File: src/rtl/cdc_sync_bank.sv
// rtl/cdc_sync_bank.sv - multi-channel bus synchroniser with stability filter
// Each channel's output word only moves once its synchronised value has held steady.
module cdc_sync_bank #(
   parameter int                 CHANNELS      = 4,
   parameter int                 WIDTH         = 16,
   parameter int                 STAGES        = 2,
   parameter int                 STABLE_CYCLES = 3,
   parameter logic [WIDTH-1:0]   RESET_VALUE   = '0
) (
   input  logic                      dst_clk,
   input  logic                      dst_rst,
   input  logic [CHANNELS*WIDTH-1:0] async_data,
   input  logic [CHANNELS-1:0]       freeze,
   output logic [CHANNELS*WIDTH-1:0] dst_data,
   output logic [CHANNELS-1:0]       dst_valid,
   output logic [CHANNELS-1:0]       dst_stable,
   output logic [15:0]               drop_count
);

   localparam logic [7:0] STABLE_C  = 8'(STABLE_CYCLES);
   localparam logic [7:0] UPDATE_AT = 8'(STABLE_CYCLES - 1);

   logic [CHANNELS-1:0] drop;
   logic [31:0]         drop_num;
   logic [31:0]         drop_sum;

   for (genvar n = 0; n < CHANNELS; n++) begin : g_ch
      logic [WIDTH-1:0] chain [STAGES];
      logic [WIDTH-1:0] cand_q;
      logic [WIDTH-1:0] data_q;
      logic [7:0]       cnt_q;
      logic [7:0]       cnt_nxt;
      logic             valid_q;
      logic             stable_q;
      logic             match;
      logic             update;

      assign match  = (chain[STAGES-1] == cand_q);
      assign update = match && (cnt_q >= UPDATE_AT) && !freeze[n] && (cand_q != data_q);
      // A candidate abandoned before it qualified, and different from the output, is a drop.
      assign drop[n] = !match && (cand_q != data_q) && (cnt_q < STABLE_C);
      assign cnt_nxt = !match ? 8'd0 : ((cnt_q == STABLE_C) ? cnt_q : cnt_q + 8'd1);

      always_ff @(posedge dst_clk or posedge dst_rst) begin
         if (dst_rst) begin
            for (int k = 0; k < STAGES; k++) chain[k] <= RESET_VALUE;
            cand_q   <= RESET_VALUE;
            data_q   <= RESET_VALUE;
            cnt_q    <= 8'd0;
            valid_q  <= 1'b0;
            stable_q <= 1'b0;
         end else begin
            chain[0] <= async_data[n*WIDTH +: WIDTH];
            for (int k = 1; k < STAGES; k++) chain[k] <= chain[k-1];
            if (!match) cand_q <= chain[STAGES-1];
            cnt_q    <= cnt_nxt;
            stable_q <= (cnt_nxt == STABLE_C);
            valid_q  <= update;
            if (update) data_q <= cand_q;
         end
      end

      assign dst_data[n*WIDTH +: WIDTH] = data_q;
      assign dst_valid[n]               = valid_q;
      assign dst_stable[n]              = stable_q;
   end

   always_comb begin
      drop_num = 32'd0;
      for (int n = 0; n < CHANNELS; n++) drop_num = drop_num + 32'(drop[n]);
   end

   assign drop_sum = {16'd0, drop_count} + drop_num;

   always_ff @(posedge dst_clk or posedge dst_rst) begin
      if (dst_rst)                 drop_count <= 16'd0;
      else if (drop_sum > 32'hFFFF) drop_count <= 16'hFFFF;
      else                         drop_count <= drop_sum[15:0];
   end

endmodule

File: config.mk
export PLATFORM = sky130hd
export DESIGN_NAME = cdc_sync_bank
export DESIGN_NICKNAME = d
export VERILOG_FILES = /design/src/rtl/cdc_sync_bank.sv
export SDC_FILE = /design/constraint.sdc
export NUM_CORES = 1
export LEC_CHECK = 0
export CELL_PAD_IN_SITES_DETAIL_PLACEMENT = 1
export CELL_PAD_IN_SITES_GLOBAL_PLACEMENT = 2
export CORE_MARGIN = 2
export CORE_UTILIZATION = 38
export CTS_BUF_LIST = sky130_fd_sc_hd__clkbuf_16
export CTS_CLUSTER_SIZE = 10
export DETAILED_ROUTE_END_ITERATION = 16
export PLACE_DENSITY = 0.76
export SKIP_LAST_GASP = 1
export SYNTH_ARGS = -nofsm -noshare
export SYNTH_HDL_FRONTEND = slang
export SYNTH_SLANG_ARGS = --single-unit
File: constraint.sdc
create_clock -name dst_clk -period 13.9 [get_ports dst_clk]
set_clock_uncertainty 0.1 [all_clocks]
set_input_delay 1.39 -clock dst_clk [delete_from_list [all_inputs] [get_ports dst_clk]]
set_output_delay 1.39 -clock dst_clk [all_outputs]
set_load 0.02 [all_outputs]
== Word-level counts from Yosys, hierarchy flattened ==
Index checks and enable logic that the tools add are counted.

* Logic and storage cells: 99
* Output and inout port bits: 88
* Flip-flop bits (word level): 312
* Bits of input ports: 70

* Muxes and demuxes: 9
* Order comparisons: 9
* Equal/unequal tests: 16
* Add/subtract/negate cells: 8
* Reduce and logical (&&, ||, !) cells: 28

{| class="wikitable"
|+ Operators with widths
! kind !! number
|-
| equality test 16 bit || 4
|-
| equality test 8 x 2 -> 1 bit, second input constant || 8
|-
| 2-to-1 mux 8 bit || 8
|-
| inequality test 16 bit || 4
|-
| adder 8 x 1 -> 8 bit, second input constant || 4
|-
| >= comparator 8 x 2 -> 1 bit, second input constant || 4
|-
| less-than comparator 8 x 2 -> 1 bit, second input constant || 4
|-
| logical AND 1 bit || 20
|-
| adder 16 x 4 -> 17 bit || 1
|-
| greater-than comparator 17 x 16 -> 1 bit, second input constant || 1
|-
| 2-to-1 mux 16 bit || 1
|-
| zero test 1 bit || 8
|-
| adder 3 x 1 -> 4 bit || 1
|-
| adder 2 x 1 -> 3 bit || 1
|-
| adder 1 x 1 -> 2 bit || 1
|}

== Logic depth before layout (Yosys ltp) ==
Gate-level depths: netlist (run 1).

* Depth after elaboration: 10
* Depth in mapped cells: 15
* Mapped depth without buffers: 14

== Least setup slack after synthesis (run 1) ==
OpenSTA, ideal clock, no wires.

* Path type: reg2reg
* From: reg g_ch[0].cand_q[10]
* To: reg drop_count[1]
* Setup slack: 9,869 ps
* Library setup time: 68 ps
* Data arrival time: 3,863 ps
* Path buffers: 1
* Period minus slack after synthesis: 4,031 ps
* Data required time: 13,732 ps
* Cell stages (with the launch flop): 15
* Path through: dfrtp_1 xnor2_1 nand4_1 nor4_4 and4bb_2 fa_1 ha_1 ha_1 inv_1 fa_1 nor2b_1 o211ai_1 or3_1 clkbuf_1 nand2_1

* Longest elaborated chain between the ends: 10
* Elaborated cells on any way between the ends: 11
* Classes of those cells: 4 x add/sub; 1 x order compare; 2 x eq/ne; 1 x mux; 3 x reduce/logical

{| class="wikitable"
|+ Ends and longest elaborated chain
! item !! RTL line !! text
|-
| start: declaration || 29 || <nowiki>logic [WIDTH-1:0] cand_q;</nowiki>
|-
| start signal: assignment || 55 || <nowiki>if (!match) cand_q <= chain[STAGES-1];</nowiki>
|-
| equality test 16 bit || 38 || <nowiki>assign match = (chain[STAGES-1] == cand_q);</nowiki>
|-
| zero test 1 bit || n/a ||
|-
| logical AND 1 bit (*) (2 in a row) || 41 || <nowiki>assign drop[n] = !match && (cand_q != data_q) && (cnt_q < STABLE_C);</nowiki>
|-
| adder 1 x 1 -> 2 bit (*) || 70 || <nowiki>for (int n = 0; n < CHANNELS; n++) drop_num = drop_num + 32'(drop[n]);</nowiki>
|-
| adder 2 x 1 -> 3 bit (*) || 70 ||
|-
| adder 3 x 1 -> 4 bit (*) || 70 ||
|-
| adder 16 x 4 -> 17 bit (*) || 73 || <nowiki>assign drop_sum = {16'd0, drop_count} + drop_num;</nowiki>
|-
| greater-than comparator 17 x 16 -> 1 bit || 77 || <nowiki>else if (drop_sum > 32'hFFFF) drop_count <= 16'hFFFF;</nowiki>
|-
| 2-to-1 mux 16 bit (*) || 77 ||
|-
| end signal: assignment || 78 || <nowiki>else drop_count <= drop_sum[15:0];</nowiki>
|-
| end: declaration || 17 || <nowiki>output logic [15:0] drop_count</nowiki>
|}

Mark *: on every way between the ends. The rest lies on a longest branch, timed or not.
A chain may end at the register's enable or synchronous reset.

== Worst setup path in the final report (run 1) ==
* From: reg g_ch[1].cand_q[6]
* To: reg drop_count[2]

* Longest elaborated chain between the ends: 10
* Elaborated cells on any way between the ends: 11
* Classes of those cells: 4 x add/sub; 1 x order compare; 2 x eq/ne; 1 x mux; 3 x reduce/logical

{| class="wikitable"
|+ Ends and longest elaborated chain
! item !! RTL line
|-
| start: declaration || 29
|-
| start signal: assignment || 55
|-
| equality test 16 bit || 38
|-
| zero test 1 bit || n/a
|-
| logical AND 1 bit (*) (2 in a row) || 41
|-
| adder 1 x 1 -> 2 bit (*) || 70
|-
| adder 2 x 1 -> 3 bit (*) || 70
|-
| adder 3 x 1 -> 4 bit (*) || 70
|-
| adder 16 x 4 -> 17 bit (*) || 73
|-
| greater-than comparator 17 x 16 -> 1 bit || 77
|-
| 2-to-1 mux 16 bit (*) || 77
|}

Marks and branches as above.

==> summary.txt, run 1 <==
outcome = complete, no violations
largest net degree at the start of global routing = 181
worst slew pin tran = 1.076 ns
Starting Density = 38.43%
CTS Buf Count = 38
grt ovf = 0
synthesized flop and latch total = 312
share of cells above drive strength 1 = 11.83%
IO Pins = 158
Leak = 6.688 nW
worst reg-to-reg path cell count = 13
reg-to-reg endpoint = drop_count[2]
Syn Inst Count = 886
Distinct cells, synth = 58
top post-synthesis cells by area = dfrtp_1 (65%), xor2_1 (7.1%), mux2_2 (5.0%)
period utilisation layout = 33.60%
Setup CP Type = register to register
Area Overhead vs Synth = 22.86%
final hold violations = 0
critical-path maximum fanout = 13
Worst Hold Path Cells = 0
count leader, synth = dfrtp_1
Cell Area, Synth = 0.01207 mm^2
Hold Startpoint = g_ch[0].chain[24]
clock sinks = 312
Slew HR = 28.26%
Initial DRC Count = 265
Synth area leader = dfrtp_1
fmax = 214.1 MHz
Final Power = 1.944 mW
maximum vdd drop = 0.08960 mV
number of synthesized flops with an enable pin = 0
Final Critical Period = 4.671 ns
drt first pass iters = 4
CTS tree = yes
PortBufs = 157
vias per cell = 4.744
vias in the first global route = 7419
CP Depth = 13
maximum root-to-sink buffer count = 3
row cnt = 65
max-slew violation count = 0
Synth top area share = 64.71%
Avg Cell Area, Syn = 13.62 um^2
total core area = 0.03139 mm^2
commonest cells in the netlist = dfrtp_1 (312), xor2_1 (98), clkbuf_1 (66), xnor2_1 (65), mux2_2 (54)
CP endpoint kind = register
hpwl dp = 16070 um
die width = 182.2 um
hold path endpoint = g_ch[0].chain[8]
post-DR wirelength/cell = 16.90 um
Yosys Warn Count = 0
Clock transition at path regs = 0.05 ns
CP Launch Type = register
CTS root buf = clkbuf_16
RSZ-0062 raised after global routing = no
die area = 0.03319 mm^2
post_cts resized = 0
Worst path max stage delay = 0.64 ns
routed wire length = 23950 um
post-CTS setup repair buffer count = 0
Worst Hold Margin = 0.2389 ns
Crit-path slowest cell = or3_1
gp weighted congestion = 0.7473
Post-synth top flop = dfrtp_1
final antenna-violating net count = 0
worst skew pair latency = 0.51 ns
GRT Util Overall = 14.94%
reg2reg setup slack = 9.23 ns
initial antenna violation count = 1
CP required = 14.22 ns
FILL cells = 3130
final-report setup violation count = 0
setup TNS = 0 ns
CP delay by family, top = simple AND/OR/NAND/NOR gates
crit path DAT = 4.99 ns
CP Cell Sequence = xor2_1 -> nor4_1 -> nand4_1 -> and4b_1 -> fa_1 -> ha_1 -> ha_1 -> inv_1 -> fa_1 -> nor2b_1 -> o211ai_1 -> or3_1 -> o21ai_0
Hold WC Path Type = register to register
first-pass GRT wire length = 39700 um
worst path bufs/invs = 1
Seq/Total Area, Yosys = 64.71%
max_cap viols = 0
Synthesized Nets = 971
Cell Pwr Density = 131.1 mW/mm^2
reg2reg start = g_ch[1].cand_q[6]
final net count = 1091
DR vias = 6722
share of flip-flops with an asynchronous set or reset = 100.0%
Die Y = 182.2 um
H-tree levels = 2
hold buffers post-CTS = 0
Residual DRC = 0
==> worst max-delay path by stage <==
stage | from | endpoint
floorplan | dst_rst | drop_count[0]
global placement | g_ch[1].cand_q[6] | drop_count[2]
detailed placement | g_ch[1].cand_q[6] | drop_count[2]
CTS | g_ch[1].cand_q[6] | drop_count[2]
global route | g_ch[1].cand_q[6] | drop_count[2]
finish | g_ch[1].cand_q[6] | drop_count[2]
==> state kept, by name (all words and copies together), names as in the netlist <==
signal	flops
g_ch.cnt_q	32
g_ch.stable_q	4
g_ch.cand_q	64
g_ch.valid_q	4
g_ch.data_q	64
drop_count	16
g_ch.chain	128
==> worst register-to-register path, delay by kind of cell (launching register included) <==
family	cells	cell delay (ns)
buffers and inverters	1	0.06
xor gates and xnor gates	1	0.16
and+or+nand+nor	5	2.10
AOI/OAI and AO/OA	2	0.40
adders and majority gates	4	1.38
DFF	1	0.40
==> final cells by class <==
type / instances / area, um^2 / share of cell area, %
multi-input cells: 484 / 3860 / 26.04
diodes: 1 / 2.502 / 0.01688
clock inverters: 10 / 55.05 / 0.3714
repair buffers: 158 / 1592 / 10.74
clock buffers: 38 / 950.9 / 6.415
flip-flops and latches: 312 / 7807 / 52.67
well taps: 402 / 503.0 / 3.393
inverters: 12 / 52.55 / 0.3545
==> metrics by stage <==
step / cells / setup slack, ns / utilization (%) / instance area [um^2]
floorplan: 886 / 3.781 / - / 12070
global placement: 1368 / 9.262 / 44.01 / 13810
detailed placement: 1368 / 9.100 / 44.01 / 13810
CTS: 1416 / 9.099 / 47.21 / 14820
global route: 1416 / 8.821 / 47.21 / 14820
finish: 1417 / 9.229 / 47.22 / 14820
==> layer usage <==
layer / global-route usage (%) / vias up / wire length, um
met4: 3.871 / 0 / 384
met1: 19.93 / 3407 / 10670
met3: 3.772 / 34 / 1216
met5: 0 / - / 0
li1: - / 3154 / -
met2: 24.50 / 127 / 11670
==> power by group <==
group	switching (mW)	leakage, nW	internal [mW]	total (mW)
Combinational	0.0653	2.29	0.0630	0.128
Clock	0.348	0.507	0.485	0.833
Sequential	0.0351	3.89	0.947	0.982
Total	0.449	6.69	1.49	1.94
==> cell families after synthesis <==
logic type                 count (synthesis)  synth area share (%)
xor gates and xnor gates                 163                 11.83
and+or+nand+nor                          206                 10.06
DFF                                      312                 64.71
muxes                                     67                 6.575
adders and majority gates                 15                 1.680
AOI/OAI and AO/OA                         33                 1.846
buffers and inverters                     90                 3.298
==> cells in the final DEF, fill, tap and decap left out, types with 23 or more instances in the layout <==
cell             netlist  final
clkdlybuf4s50_1        0    157
nand3_1               24     24
nand2_1               31     31
clkbuf_16              0     38
mux2_2                54     54
xor2_1                98     98
nand4_1               23     23
xnor2_1               65     65
nor2_1                43     43
dfrtp_1              312    312
Power figures use the tool's default switching activity.
==> run 2: changes to the inputs <==
Clock period 13.9 ns to 4.9 ns, I/O delays scaled along.
==> run 2 against run 1 <==
Sequential share of layout area down 0.26 points; cell count up 0.42%; via count up 0.70%; die area unchanged; critical endpoint is now drop_count[0]; largest cell class unchanged; largest power group unchanged.
==> summary.txt, run 2 (synthesis gave the netlist of run 1 again) <==
outcome = complete, no violations
reg2reg start = g_ch[1].cand_q[15]
Die Y = 182.2 um
share of cells above drive strength 1 = 12.73%
period utilisation layout = 87.55%
CP endpoint kind = register
grt ovf = 0
maximum vdd drop = 0.2684 mV
crit path DAT = 4.62 ns
worst path bufs/invs = 1
setup TNS = 0 ns
Residual DRC = 0
maximum root-to-sink buffer count = 3
final net count = 1099
CTS Buf Count = 38
clock sinks = 312
PortBufs = 157
hpwl dp = 16470 um
CP delay by family, top = simple AND/OR/NAND/NOR gates
post_cts resized = 0
final antenna-violating net count = 0
final core utilization = 47.45%
routed wire length = 24010 um
Worst Hold Margin = 0.2387 ns
Setup CP Type = register to register
Clock transition at path regs = 0.05 ns
vias in the first global route = 7466
Crit. Startpoint = g_ch[1].cand_q[15]
post-DR wirelength/cell = 16.87 um
Final Power = 5.558 mW
worst skew pair latency = 0.50 ns
worst slew pin tran = 0.9882 ns
Hold WC Path Type = register to register
Leak = 6.725 nW
die area = 0.03319 mm^2
Starting Density = 38.43%
final-report setup violation count = 0
max-slew violation count = 0
DR vias = 6769
die width = 182.2 um
CTS tree = yes
largest register by flop count = g_ch.chain
Slew HR = 34.12%
FILL cells = 3166
Crit-path slowest cell = or3_1
post-CTS setup repair buffer count = 0
Hold Startpoint = g_ch[0].chain[24]
initial antenna violation count = 0
leading registers by flop count = g_ch.chain x128, g_ch.cand_q x64, g_ch.data_q x64
IO Pins = 158
first-pass GRT wire length = 39980 um
fmax = 233.1 MHz
most frequent cells in the layout = dfrtp_1 (312), clkdlybuf4s50_1 (157), xor2_1 (98), xnor2_1 (65), mux2_2 (54)
flip-flop count of the largest register after layout = 128
hold buffers post-CTS = 0
drt first pass iters = 4
RSZ-0062 raised after global routing = no
Final Critical Period = 4.290 ns
Cell Pwr Density = 373.1 mW/mm^2
Area Overhead vs Synth = 23.47%
total core area = 0.03139 mm^2
commonest non-fill, non-tap cell in the layout = dfrtp_1
Initial DRC Count = 257
largest net degree at the start of global routing = 155
CP Launch Type = register
H-tree levels = 2
CTS root buf = clkbuf_16
CP Cell Sequence = xor2_1 -> nor4_1 -> nand4_1 -> and4b_1 -> fa_1 -> ha_1 -> ha_1 -> inv_1 -> fa_1 -> nor2b_1 -> o211ai_1 -> or3_1 -> nand2b_1
row cnt = 65
max_cap viols = 0
Worst path max stage delay = 0.61 ns
vias per cell = 4.757
CP required = 5.23 ns
critical-path maximum fanout = 13
final hold violations = 0
# diodes = 0
GRT Util Overall = 15.05%
gp weighted congestion = 0.7140
-- run 2: cell count changes in the layout (fill, tap and decap cells not counted) --
cell        change
buf_4           +8
bufinv_16       +1
clkinv_1        -1
clkinv_2        +2
clkinv_4        -1
clkinvlp_4      +1
diode_2         -1
inv_1           -2
inv_8           -1
-- run 2: final cells by class --
type	count	area (um^2)	share of cell area [%]
Tap cell	402	503.0	3.376
Inverter	12	48.80	0.3276
Timing Repair Buffer	166	1652	11.09
Clock inverter	9	75.07	0.5039
Multi-Input combinational cell	484	3860	25.91
Sequential cell	312	7807	52.41
Clock buffer	38	950.9	6.383
-- run 2: final timing paths --
check	depth (start not counted)	endpoint	slack [ns]
max in group asynchronous	3	g_ch[2].chain[29]	3.42
hold reg to reg	0	g_ch[0].chain[8]	0.24
setup reg to reg	13	drop_count[0]	0.61
min in group asynchronous	3	g_ch[3].cnt_q[5]	0.45
setup / recovery	13	drop_count[0]	0.61
hold / removal	0	g_ch[0].chain[8]	0.24
-- run 2: where the power goes --
group          internal (mW)  switching (mW)
registers               2.69          0.0992
logic                  0.184           0.182
clock network           1.43           0.979
total                   4.30            1.26
-- run 2: through the flow --
step / setup WS (ns) / instances / cell area (um^2)
after floorplan: 0.1551 / 886 / 12070
after global routing: 0.2063 / 1423 / 14900
final: 0.6098 / 1423 / 14900
after global placement: 0.6638 / 1376 / 13870
after detailed placement: 0.5493 / 1376 / 13870
after CTS: 0.5235 / 1423 / 14900
-- run 2: routing by layer --
| metal | global-route usage (%) | wire, um |
|---|---|---|
| met5 | 0 | 0 |
| met1 | 19.75 | 10460 |
| met4 | 3.968 | 461 |
| met3 | 4.390 | 1474 |
| met2 | 24.56 | 11610 |
